--- src/rtl/mux_scan_seq_pkg.sv ---
// Shared types and sizing helpers for the mux scan sequencer.
package mux_scan_pkg;

  typedef enum logic [2:0] {IDLE, SETTLE, CONV, WAIT, NEXT} state_t;

  localparam int DEF_ADDR_W      = 6;
  localparam int DEF_ADC_W       = 12;
  localparam int DEF_SETTLE_CYC  = 100;
  localparam int DEF_TIMEOUT_CYC = 1000;

  // Counter width able to hold max(a, b) - 1, never narrower than one bit.
  function automatic int cnt_width(input int a, input int b);
    int m;
    m = (a > b) ? a : b;
    return (m < 2) ? 1 : $clog2(m);
  endfunction

  localparam int DEF_CNT_W = cnt_width(DEF_SETTLE_CYC, DEF_TIMEOUT_CYC);

endpackage

--- src/rtl/mux_scan_seq_timer.sv ---
// Loadable down counter shared by the settle delay and the conversion timeout.
module mux_scan_timer #(
  parameter int W = 8
) (
  input  logic         clk,
  input  logic         rst_n,
  input  logic         load,
  input  logic [W-1:0] load_val,
  input  logic         en,
  output logic         tc
);

  logic [W-1:0] cnt;

  always_ff @(posedge clk or negedge rst_n) begin
    if (!rst_n) begin
      cnt <= '0;
    end else if (load) begin
      cnt <= load_val;
    end else if (en && (cnt != '0)) begin
      cnt <= cnt - W'(1);
    end
  end

  assign tc = (cnt == '0);

endmodule

--- src/rtl/mux_scan_seq.sv ---
// Channel scan sequencer: steps the mux address, waits to settle, runs one ADC conversion per channel.
// Define MUX_SCAN_CHMASK_EN to add a per-channel enable mask (ch_mask).
module mux_scan_seq
  import mux_scan_pkg::*;
#(
  parameter int ADDR_W      = DEF_ADDR_W,
  parameter int NUM_CH      = 48,
  parameter int SETTLE_CYC  = DEF_SETTLE_CYC,
  parameter int ADC_W       = DEF_ADC_W,
  parameter int TIMEOUT_CYC = DEF_TIMEOUT_CYC
) (
  input  logic              clk,
  input  logic              rst_n,
  input  logic              start,
  input  logic              continuous,
  input  logic              stop,
`ifdef MUX_SCAN_CHMASK_EN
  input  logic [NUM_CH-1:0] ch_mask,
`endif
  output logic [ADDR_W-1:0] addr,
  output logic              adc_start,
  input  logic              adc_done,
  input  logic [ADC_W-1:0]  adc_data,
  output logic              samp_valid,
  output logic [ADDR_W-1:0] samp_ch,
  output logic [ADC_W-1:0]  samp_data,
  output logic              busy,
  output logic              timeout_err
);

  localparam int CNT_W = cnt_width(SETTLE_CYC, TIMEOUT_CYC);

  state_t            state, state_nxt;
  logic [ADDR_W-1:0] addr_nxt;
  logic              tmr_load, tmr_en, tmr_tc;
  logic [CNT_W-1:0]  tmr_val;
  logic              first_hit, next_hit;
  logic [ADDR_W-1:0] first_ch, next_ch;
  logic              accept, capture, timed_out;

`ifdef MUX_SCAN_CHMASK_EN
  // Downward scan leaves the lowest qualifying index in first_ch/next_ch.
  always_comb begin
    first_hit = 1'b0;
    first_ch  = '0;
    next_hit  = 1'b0;
    next_ch   = '0;
    for (int i = NUM_CH - 1; i >= 0; i--) begin
      if (ch_mask[i]) begin
        first_hit = 1'b1;
        first_ch  = ADDR_W'(i);
        if (i > int'(addr)) begin
          next_hit = 1'b1;
          next_ch  = ADDR_W'(i);
        end
      end
    end
  end
`else
  assign first_hit = 1'b1;
  assign first_ch  = '0;
  assign next_hit  = (addr != ADDR_W'(NUM_CH - 1));
  assign next_ch   = addr + ADDR_W'(1);
`endif

  assign accept    = (state == IDLE) && start && !stop;
  assign capture   = (state == WAIT) && adc_done && !stop;
  assign timed_out = (state == WAIT) && !adc_done && tmr_tc && !stop;

  mux_scan_timer #(.W(CNT_W)) u_timer (
    .clk      (clk),
    .rst_n    (rst_n),
    .load     (tmr_load),
    .load_val (tmr_val),
    .en       (tmr_en),
    .tc       (tmr_tc)
  );

  always_comb begin
    state_nxt = state;
    addr_nxt  = addr;
    tmr_load  = 1'b0;
    tmr_en    = 1'b0;
    tmr_val   = CNT_W'(SETTLE_CYC - 1);
    if (stop && (state != IDLE)) begin
      state_nxt = IDLE;
      addr_nxt  = '0;
    end else begin
      case (state)
        IDLE: begin
          addr_nxt = '0;
          if (accept) begin
            if (first_hit) begin
              state_nxt = SETTLE;
              addr_nxt  = first_ch;
              tmr_load  = 1'b1;
            end else begin
              state_nxt = NEXT;
            end
          end
        end
        SETTLE: begin
          if (tmr_tc) state_nxt = CONV;
          else        tmr_en    = 1'b1;
        end
        CONV: begin
          state_nxt = WAIT;
          tmr_load  = 1'b1;
          tmr_val   = CNT_W'(TIMEOUT_CYC - 1);
        end
        WAIT: begin
          if (adc_done || tmr_tc) state_nxt = NEXT;
          else                    tmr_en    = 1'b1;
        end
        NEXT: begin
          if (next_hit) begin
            state_nxt = SETTLE;
            addr_nxt  = next_ch;
            tmr_load  = 1'b1;
          end else if (continuous && first_hit) begin
            state_nxt = SETTLE;
            addr_nxt  = first_ch;
            tmr_load  = 1'b1;
          end else begin
            state_nxt = IDLE;
            addr_nxt  = '0;
          end
        end
        default: begin
          state_nxt = IDLE;
          addr_nxt  = '0;
        end
      endcase
    end
  end

  // adc_start is raised as CONV hands over to WAIT, so it lands SETTLE_CYC+1 cycles after an address change.
  always_ff @(posedge clk or negedge rst_n) begin
    if (!rst_n) begin
      state       <= IDLE;
      addr        <= '0;
      adc_start   <= 1'b0;
      samp_valid  <= 1'b0;
      samp_ch     <= '0;
      samp_data   <= '0;
      busy        <= 1'b0;
      timeout_err <= 1'b0;
    end else begin
      state      <= state_nxt;
      addr       <= addr_nxt;
      busy       <= (state_nxt != IDLE);
      adc_start  <= (state == CONV) && !stop;
      samp_valid <= capture;
      if (capture) begin
        samp_ch   <= addr;
        samp_data <= adc_data;
      end
      if (accept)         timeout_err <= 1'b0;
      else if (timed_out) timeout_err <= 1'b1;
    end
  end

endmodule

--- config.mk ---
export PLATFORM = sky130hd
export DESIGN_NAME = mux_scan_seq
export DESIGN_NICKNAME = d
export VERILOG_FILES = /design/src/rtl/mux_scan_seq_pkg.sv /design/src/rtl/mux_scan_seq_timer.sv /design/src/rtl/mux_scan_seq.sv
export SDC_FILE = /design/constraint.sdc
export NUM_CORES = 1
export LEC_CHECK = 0
export ABC_AREA = 0
export CORE_MARGIN = 5
export CORE_UTILIZATION = 45
export DETAILED_ROUTE_END_ITERATION = 16
export GPL_TIMING_DRIVEN = 0
export PLACE_DENSITY = 0.87
export SYNTH_ARGS = -nofsm -noshare
export SYNTH_HDL_FRONTEND = slang
export SYNTH_HIERARCHICAL = 1
export SYNTH_SLANG_ARGS = --single-unit
export TNS_END_PERCENT = 100
--- constraint.sdc ---
create_clock -name clk -period 2.6 [get_ports clk]
set_clock_uncertainty 0.15 [all_clocks]
set_input_delay 0.65 -clock clk [delete_from_list [all_inputs] [get_ports clk]]
set_output_delay 0.65 -clock clk [all_outputs]
set_load 0.1 [all_outputs]
==> results.md <==
- A synthesized cell averages roughly 12 um^2.
- For this run, the total global-route usage over all layers was measured as between 10% and 20%.
- The clock insertion delay at the later pin of the skew report is 0.30 ns.
- The flow ran to the end, but the final reports show violations.
- The number of top-level pins is 46.
- The largest fanout on the critical path is 5.
- The yosys synthesis warning count is 6.
- The checks that failed: setup timing.
- The total power divided by cell area is 726 nW/um^2.
- Setup repair after global routing could not meet its margin everywhere.
- In the post-synthesis netlist, the biggest area contributors are sky130_fd_sc_hd__dfrtp_1 52%, sky130_fd_sc_hd__mux2_2 7.4%, sky130_fd_sc_hd__mux2_1 5.1%, sky130_fd_sc_hd__nand2_1 2.1%, sky130_fd_sc_hd__buf_6 1.7%.
- STA classifies the critical path endpoint as a register.
- Ranked by instance count, the synthesized netlist is headed by 41 x sky130_fd_sc_hd__dfrtp_1, 13 x sky130_fd_sc_hd__mux2_2, 11 x sky130_fd_sc_hd__nand2_1.
- Among all cell types in the netlist, the one instantiated most often is sky130_fd_sc_hd__dfrtp_1.
- In this run, synthesis produced a sequential element count of 41.
- Sequential cells burn 39.3% of the power.
- The actual transition at the worst max-transition pin is 1.00 ns.
- In this run, distinct cell masters in the synthesized netlist total 50.
- For this design, the sink count on the clock tree is 41.
- Of the total power, combinational logic draws 29.9%.
- TritonCTS built the clock tree.
- The via count of the first global-routing pass is 1,487.
- The classification of the worst-slack hold path is in -> async.
- Summing all multi-input logic gate instances after layout gives around 940 um^2.
- The number of placed instances, taps included, is 269.
- The initial antenna violation count is 0.
- The final-layout setup total negative slack is -0.108 ns.
- Entering global routing, the biggest net connects 42 pins.
- Per report_power, the clock group accounts for 30.8% of the total.
- Cells fill 64.3% of the core in the end.
- The count of inserted antenna diode cells is 0.
- After detailed routing, the number of remaining DRC violations is 0.
- The dominant synthesized flop cell is sky130_fd_sc_hd__dfrtp_1.
- At the placement stage, the worst setup path has a slack of -0.592 ns.
- After synthesis, the largest family of logic cells by area is simple AND/OR/NAND/NOR gates.
- During placement, the flow inserted port buffers numbering 45.
- The critical path required time is 2.64 ns.
- The share of synthesized flip-flops with an asynchronous set or reset is 100%.
- In this run the vertical extent of the chip is 76.4 um.
- The count of final setup violators is 1.
- The total core area is 4320 um^2.
- The cell type with the highest aggregate area in the netlist is sky130_fd_sc_hd__dfrtp_1.
- The post-synthesis instance area is 1980 um^2.
- The final-layout fill cell count is 341.
- Yosys mapped a number of flops with a built-in enable equal to 0.
- The total number of placement rows is 24.
- The final critical-path setup slack is -0.108 ns.
- The share of post-route cells with drive strength above 1 is between 20 and 25%.
- The remaining antenna violation count after routing is 0.
- The die outline width is around 76 um.
- The sequential area share after synthesis is 51.7%.
- The max-capacitance violation count is 0.
- For this run, the detailed router's first-pass iteration total came to 4.
- The portion of synthesized area spent on multiplexers is 13.5%.
- The final count of hold timing violations is 0.
- The clock tree buffer depth is 2.
- The DRC violation total after the first TritonRoute iteration is 121.
- The highest attainable clock frequency is 0.369 GHz.
- The completed layout was analyzed and its total power is between 2 and 2.5 mW.
- The cell chosen for the clock root is sky130_fd_sc_hd__clkbuf_8.
- The final RePlAce weighted congestion is 0.846.
- The count of cells in the finished layout, fillers not included, comes to 286.
- The TritonCTS buffer count is 5.
- For this configuration, the core starts out at a cell density of ~46%.
- The total number of vias is roughly 1,500.
- The simple logic cell fraction of the synthesized area is 15.0%.
- The critical path class is reg -> reg.
- The sequential cells in the finished layout cover a total of 1030 um^2.
- The wire length of the first global-routing pass is 7.34 mm.
- After detailed routing, the average wire length per cell comes to ~16 um.
- In this run the power spent charging and discharging nets is 683 uW.
- The share of the synthesized area in compound gates (AO/OA/AOI/OAI) is approximately 13%.
- The minimum period implied by the final worst setup slack is 2.71 ns.
- The signal arrival time at the worst endpoint is 2.75 ns.
- The number of hold buffers added after CTS was 0.
- The count of pins over their slew limit came to 0.
- In this run switching power makes up 33.9% of total power.
- In this run the tightest slew margin relative to its limit is 33.2%.
- Across the VDD grid, the largest voltage drop is 0.000377 V.
- Of the total synthesized cell area, the portion taken by full adders, half adders and majority gates is 1.26%.
- The count of nets after finishing is around 250.
- Internal power comes to 1.34 mW.
- The maximum level of the CTS H-tree is 2.
- The number of instances in the synthesized netlist is 168.
- The area share of the largest cell type after synthesis is 51.7%.
- The die area is 5840 um^2.
- Summed over all layers, the routed wires come to 4.53 mm.
- The clock transition time at the flip-flop clock pins of the worst setup and hold paths is about 0.090 ns.
- In the finished design, the share of the clock period the worst path needs comes to 104%.
- Once detailed placement completed, the half-perimeter wirelength came to 3.02 mm.
- The kind of start point of the critical path is a register.
- The average via count per standard cell is about 5.4.
- The total overflow reported by the global router is 0.
- For this design the static power due to leakage is 1.50 nW.
- From synthesis to final layout, the design area changed by 40.2%.
- The synthesized netlist devotes 1.77% of its cell area to XOR and XNOR gates.
[critical path: stages (launching register included)]
cell and delay [ns]:
sky130_fd_sc_hd__dfrtp_1 0.40, sky130_fd_sc_hd__or4_4 0.55, sky130_fd_sc_hd__or3_4 0.41, sky130_fd_sc_hd__inv_4 0.07, sky130_fd_sc_hd__a21oi_2 0.03, sky130_fd_sc_hd__and3_4 0.20
sky130_fd_sc_hd__buf_12 0.13, sky130_fd_sc_hd__nand4_1 0.11, sky130_fd_sc_hd__mux2_4 0.32, sky130_fd_sc_hd__mux2_2 0.25
[flip-flops by register name, summed over array words and instances, names as in the netlist]
name / cells
state: 3
adc_start: 1
busy: 1
samp_data: 12
timeout_err: 1
samp_ch: 6
addr: 6
samp_valid: 1
u_timer/cnt: 10
[final cells by class]
class	count	area share [%]
flip-flops and latches	41	37.0
multi-input cells	117	33.8
repair buffers	54	19.0
clock buffers	5	2.47
clock inverters	3	2.47
well taps	52	2.34
plain buffers	6	1.75
inverters	8	1.17
[path summary, 6_finish.rpt]
| kind | start | to | slack, ns | cells after the start |
|---|---|---|---|---|
| min | rst_n | samp_data[0] | 0.32 | 1 |
| max reg2reg | u_timer/cnt[8] | u_timer/cnt[8] | -0.11 | 9 |
| min reg2reg | samp_ch[2] | samp_ch[2] | 0.34 | 1 |
| max in group asynchronous | rst_n | addr[0] | 1.34 | 1 |
| max | u_timer/cnt[8] | u_timer/cnt[8] | -0.11 | 9 |
| min in group clk | samp_ch[2] | samp_ch[2] | 0.34 | 1 |
[kinds of logic (layout without fill, tap and decap cells)]
| kind of cell | Yosys count | in the layout |
|---|---|---|
| DFF | 41 | 41 |
| other | 2 | 6 |
| and+or+nand+nor | 48 | 48 |
| adders and majority gates | 2 | 2 |
| xor gates and xnor gates | 4 | 4 |
| muxes | 24 | 24 |
| AOI/OAI and AO/OA | 33 | 33 |
| buffers and inverters | 14 | 76 |
[what timing repair did]
action	4_1_cts	5_1_grt
gates resized for setup	25	14
pin swaps	3	5
endpoints found under the setup margin	26	16
buffers inserted	5	5
[power by group through the flow]
stage	Sequential (mW)	Combinational, mW	Clock, mW
final	0.793	0.604	0.621
after global routing	0.803	0.640	0.658
after CTS	0.789	0.559	0.631
after detailed placement	0.799	0.526	0
after global placement	0.793	0.511	0
after floorplan	0.945	0.233	0
[stage by stage]
| stage | hold WS (ns) | cell area [um^2] |
|---|---|---|
| after floorplan | 0.204 | 2000 |
| after global routing | 0.354 | 2780 |
| after global placement | 0.316 | 2520 |
| final | 0.324 | 2780 |
| after CTS | 0.349 | 2690 |
| after detailed placement | 0.329 | 2510 |
[per-layer routing]
layer	global-route usage (%)	share of wire [%]	up-vias	wire length, um
met5	0	0	-	0
met3	5.56	5.9	8	269
met1	19.7	44	749	2010
li1	-	-	741	-
met2	23.6	48	50	2190
met4	4.72	1.2	0	56
[cell usage in the layout (no fill, tap or decap), types with 3 or more instances in the layout]
cell type,synthesis,routed
sky130_fd_sc_hd__nand3_1,5,5
sky130_fd_sc_hd__mux2_1,9,9
sky130_fd_sc_hd__clkbuf_8,0,5
sky130_fd_sc_hd__o21ai_0,6,6
sky130_fd_sc_hd__nand2_1,11,11
sky130_fd_sc_hd__dfrtp_1,41,38
sky130_fd_sc_hd__mux2_2,13,12
sky130_fd_sc_hd__dlymetal6s2s_1,0,9
sky130_fd_sc_hd__a22o_1,3,3
sky130_fd_sc_hd__inv_1,8,7
sky130_fd_sc_hd__nor2_1,4,4
sky130_fd_sc_hd__clkdlybuf4s50_1,0,19
sky130_fd_sc_hd__buf_4,0,8
sky130_fd_sc_hd__nor3_1,4,4
sky130_fd_sc_hd__dlygate4sd2_1,0,16
sky130_fd_sc_hd__dfrtp_2,0,3
sky130_fd_sc_hd__and2_1,3,3
sky130_fd_sc_hd__conb_1,2,6
sky130_fd_sc_hd__buf_6,3,3
No activity file was read; power rests on OpenSTA's default activity.
